### src/rtl/a2d_spi_slv.sv
// SPI slave front end for an 8-channel 12-bit ADC: 16-bit command frames in, pipelined sample out.
// Latency: 2-flop sync + edge detect; MISO moves 3 clk after a sampled SCLK fall, pulses 1 clk after SS_n rise is seen.
// Backpressure: none; the SPI master owns timing, and frames of the wrong length end with frm_err.
module a2d_spi_slv (
  input  logic        clk,
  input  logic        rst,
  input  logic        SS_n,
  input  logic        SCLK,
  input  logic        MOSI,
  output logic        MISO,
  input  logic [95:0] ch_val,
  output logic        cmd_vld,
  output logic [2:0]  cmd_chnl,
  output logic        frm_err,
  output logic [7:0]  cnv_cnt
);

  typedef enum logic {IDLE, SHIFT} state_t;

  state_t      state;
  logic        ss_s1, ss_s2, ss_h;
  logic        sclk_s1, sclk_s2, sclk_h;
  logic        mosi_s1, mosi_s2;
  logic [4:0]  bit_cnt;
  logic [15:0] tx_shft;
  logic [14:0] rx_shft;
  logic [2:0]  sel;
  logic        ss_fall, ss_rise, sclk_rise, sclk_fall;
  logic [11:0] ch_arr [8];

  genvar g;
  generate
    for (g = 0; g < 8; g++) begin : g_ch
      assign ch_arr[g] = ch_val[12*g +: 12];
    end
  endgenerate

  // SS_n flops start low so a frame already in progress at reset release never looks like a fall.
  always_ff @(posedge clk) begin
    if (rst) begin
      ss_s1   <= 1'b0;
      ss_s2   <= 1'b0;
      ss_h    <= 1'b0;
      sclk_s1 <= 1'b1;
      sclk_s2 <= 1'b1;
      sclk_h  <= 1'b1;
      mosi_s1 <= 1'b0;
      mosi_s2 <= 1'b0;
    end else begin
      ss_s1   <= SS_n;
      ss_s2   <= ss_s1;
      ss_h    <= ss_s2;
      sclk_s1 <= SCLK;
      sclk_s2 <= sclk_s1;
      sclk_h  <= sclk_s2;
      mosi_s1 <= MOSI;
      mosi_s2 <= mosi_s1;
    end
  end

  assign ss_fall   = ss_h & ~ss_s2;
  assign ss_rise   = ~ss_h & ss_s2;
  assign sclk_rise = ~sclk_h & sclk_s2;
  assign sclk_fall = sclk_h & ~sclk_s2;

  always_ff @(posedge clk) begin
    if (rst) begin
      state    <= IDLE;
      bit_cnt  <= 5'd0;
      tx_shft  <= 16'h0000;
      rx_shft  <= 15'h0000;
      sel      <= 3'd0;
      MISO     <= 1'b0;
      cmd_vld  <= 1'b0;
      frm_err  <= 1'b0;
      cmd_chnl <= 3'd0;
      cnv_cnt  <= 8'd0;
    end else begin
      cmd_vld <= 1'b0;
      frm_err <= 1'b0;
      case (state)
        IDLE: begin
          MISO <= 1'b0;
          if (ss_fall) begin
            state   <= SHIFT;
            tx_shft <= {4'h0, ~ch_arr[sel]};
            bit_cnt <= 5'd0;
            rx_shft <= 15'h0000;
          end
        end
        SHIFT: begin
          if (ss_rise) begin
            state <= IDLE;
            MISO  <= 1'b0;
            if (bit_cnt == 5'd16) begin
              cmd_vld  <= 1'b1;
              cmd_chnl <= rx_shft[13:11];
              sel      <= rx_shft[13:11];
              cnv_cnt  <= cnv_cnt + 8'd1;
            end else begin
              frm_err  <= 1'b1;
            end
          end else begin
            if (sclk_rise) begin
              rx_shft <= {rx_shft[13:0], mosi_s2};
              if (bit_cnt != 5'd17)
                bit_cnt <= bit_cnt + 5'd1;
            end
            // A fall before the first rise is an idle-high master's leading edge, not a bit boundary.
            if (sclk_fall && bit_cnt != 5'd0) begin
              tx_shft <= {tx_shft[14:0], 1'b0};
              MISO    <= tx_shft[14];
            end else begin
              MISO    <= tx_shft[15];
            end
          end
        end
        default: state <= IDLE;
      endcase
    end
  end

endmodule

### config.mk
export PLATFORM = sky130hd
export DESIGN_NAME = a2d_spi_slv
export DESIGN_NICKNAME = d
export VERILOG_FILES = /design/src/rtl/a2d_spi_slv.sv
export SDC_FILE = /design/constraint.sdc
export NUM_CORES = 1
export LEC_CHECK = 0
export ABC_AREA = 1
export CAP_MARGIN = 20
export CELL_PAD_IN_SITES_DETAIL_PLACEMENT = 0
export CELL_PAD_IN_SITES_GLOBAL_PLACEMENT = 1
export CORE_AREA = 4 4 105 107
export DETAILED_ROUTE_END_ITERATION = 12
export DIE_AREA = 0 0 109 111
export PLACE_DENSITY_LB_ADDON = 0.05
export SYNTH_ARGS = -nofsm -noshare
export SYNTH_HDL_FRONTEND = slang
export SYNTH_SLANG_ARGS = --single-unit
export TNS_END_PERCENT = 10
### constraint.sdc
create_clock -name clk -period 4.3 [get_ports clk]
set_input_delay 0.86 -clock clk [delete_from_list [all_inputs] [get_ports clk]]
set_output_delay 0.86 -clock clk [all_outputs]
set_load 0.05 [all_outputs]
==> metrics <==
# fillers=1062; Avg Synthesized Cell Area=6.37 um2; relative slew slack=37.0%; final period utilization=between 60% and 70%; first-pass GRT wire length=17.2 mm; fin nets=717; Worst R2R End=tx_shft[2]; R2R setup slack=2060 ps; Clock Root Buffer=clkbuf_8; Yosys cell types=33; Ys Warns=0; Yosys reg bits=58; Routed WL per cell=14.2 um; synthesized cell area=3290 um2; setup TNS=0 ps; max_cap viols=0; fraction of registers with async set or reset after synthesis=0%; Worst EP arrival=1980 ps; final WL=10.7 mm; IO Pins=115; Hold Startpoint=ss_s1; core box area=10100 um2; CP startpoint kind=flip-flop; CTS Buf Count=9; row cnt=37; synth cell count leaders=nand2_1 (176), nand3_1 (99), dfxtp_1 (58), a21oi_1 (40), nor2_1 (39); total power=between 1 and 1.5 mW; WP data required=between 3000 and 4000 ps; share of power burned in registers=42.8%; ANT cells=0; Buf+Inv Stages, Crit Path=2; H-tree depth=3; number of DRC markers in iteration 0=187; Hold Path Depth=2; Sink Count=between 50 and 60; Fin Hold WS=roughly 400 ps; Pre-antenna DRT Iters=4; initial antenna violation count=0; leakage power=1.89 nW; die area=12100 um2; Largest delay share family, worst path=buffers and inverters; Final Hold Vio Count=0; Starting Density=32.4%; Post-DP HPWL=7.75 mm; Gate Count Post-Synth=516; Reg clk slew, reported paths=80 ps; final worst path period need=2840 ps; Slew @ Worst Pin=944 ps; Max stage delay cell, worst path=clkdlybuf4s50_1; CP Capture Type=output pin; cell breakdown of the critical path=buf_4 > clkdlybuf4s50_1; later-pin clock latency in the skew report=330 ps; area leader, netlist=dfxtp_1; sw frac=around a quarter; number of global-route vias before repair=3526; CP max stage delay=around 900 ps; top_reg_cell synth=dfxtp_1; NetSw=312 uW; layout cells sized above 1=7.46%; area delta synth->final=42.4%; vias=3567; P per Cell Area=276 nW/um2; vias per cell=4.74; Placer Congestion=around 0.78; clk buf depth=2; Die X=109 um; ranking of synthesized cells by area=dfxtp_1 (35%), nand2_1 (20%), nand3_1 (15%); Power Internal=979 uW; syn nets=621; worst hold endpoint=ss_s2; GRT overflow=0; Clock power frac=about 44%; hold buffers post-CTS=0; # resized after CTS=0; sequential fraction of the synthesis area=a little over a third; Hold Path Class=reg2reg; area occupied by multi-input gates=1870 um2; Finish-stage setup viols=0; DRT antenna net count=0; DRC violations left=0; RSZ-0062 raised after global routing=false; Gate power share=12.8%; largest net degree at the start of global routing=between 50 and 60; Port Buf Inserts=roughly 110; outcome=complete, no violations; EDFF count, synth=0; Crit Path Class=reg2out; startpoint of the worst register-to-register path=sel[1]; die height=between 100 and 150 um; GRT Total Usage=around 18%; Synth top area share=35.3%; cells on worst reg2reg path=8; maximum vdd drop=0.222 mV; post-CTS setup buffers=0; Max FO, Critical Path=50; clock skew=between 10 and 15 ps; Max Clk Rate=~0.35 GHz; CTS tree=yes; cell with the most instances after synthesis=nand2_1; Sequential Area=1160 um2; count of pins over their slew limit=0
## power by group through the flow
| stage | sequential (mW) | combinational, mW | clock [mW] |
|---|---|---|---|
| 2_1_floorplan | 0.562 | 0.0672 | 0 |
| 3_3_place_gp | 0.565 | 0.167 | 0 |
| 3_5_place_dp | 0.565 | 0.167 | 0 |
| 4_1_cts | 0.552 | 0.168 | 0.589 |
| 5_1_grt | 0.554 | 0.184 | 0.611 |
| 6_report | 0.552 | 0.166 | 0.573 |
## cell type report
cell class | count | share of cell area, %
Sequential cell | 58 | 24.8
Inverter | 23 | 1.84
Clock buffer | 9 | 2.65
Tap cell | 136 | 3.64
Clock inverter | 7 | 2.17
Timing Repair Buffer | 118 | 24.9
Multi-Input combinational cell | 402 | 40.0
## worst max path at each step
stage | from | endpoint | slack, ps | cells past startpoint
after global routing | sel[0] | cmd_chnl[0] | 1390 | 2
after detailed placement | sel[0] | cmd_chnl[0] | 1810 | 2
final | sel[0] | cmd_chnl[0] | 1460 | 2
after CTS | sel[0] | cmd_chnl[0] | 1440 | 2
after floorplan | sel[1] | tx_shft[2] | 2620 | 9
after global placement | sel[0] | cmd_chnl[0] | 1810 | 2
## tightest hold or removal path, stage by stage (launching register included)
cell and delay [ps]:
dfxtp_1 300, inv_1 40, nor2_1 30
## cell usage in the layout, fill, tap and decap left out, drive strengths merged
cell,count
inv,24
o21bai,1
xnor2,1
buf,5
xor2,5
nand2,182
nor3,3
nand3,101
nand3b,1
a21oi,44
dfxtp,58
clkinvlp,2
o21ai,8
nor4,1
o21a,1
nor3b,1
clkinv,2
clkbuf,9
clkdlybuf4s50,113
ha,4
nor2,45
bufinv,2
or2,2
nand4,2
## per-layer routing
layer / vias to the layer above / wire length (um) / global-route usage (%)
li1: 1865 / - / -
met3: 19 / 480 / 3.32
met2: 76 / 5420 / 32.0
met5: - / 0 / 0
met4: 0 / 258 / 6.48
met1: 1607 / 4500 / 20.8
## per-stage QoR
stage,utilization (%),cells,area (um2),worst slack [ps]
after global placement,43.9,737,4450,1810
after floorplan,-,516,3290,2620
final,46.2,753,4680,1460
after detailed placement,43.9,737,4450,1810
after CTS,46.2,753,4680,1440
after global routing,46.2,753,4680,1390
## kinds of logic (layout without fill, tap and decap cells)
logic type | Yosys count | count (layout) | synth area share (%)
AND/OR/NAND/NOR | 338 | 338 | 44.8
buffers and inverters | 56 | 157 | 7.77
AO/OA/AOI/OAI | 54 | 54 | 8.95
XOR/XNOR | 6 | 6 | 1.60
flip-flops | 58 | 58 | 35.3
adder cells (fa/ha/maj) | 4 | 4 | 1.52
## registers in the layout (all words and copies together), names as in the netlist
| register | count |
|---|---|
| ss_h | 1 |
| bit_cnt | 5 |
| cmd_vld | 1 |
| mosi_s1 | 1 |
| state | 1 |
| tx_shft | 16 |
| cnv_cnt | 8 |
| frm_err | 1 |
| sclk_s1 | 1 |
| sclk_h | 1 |
| sclk_s2 | 1 |
| rx_shft | 14 |
| ss_s2 | 1 |
| sel | 3 |
| MISO | 1 |
| ss_s1 | 1 |
| mosi_s2 | 1 |
Note: power is estimated with default switching activity, not from simulation.
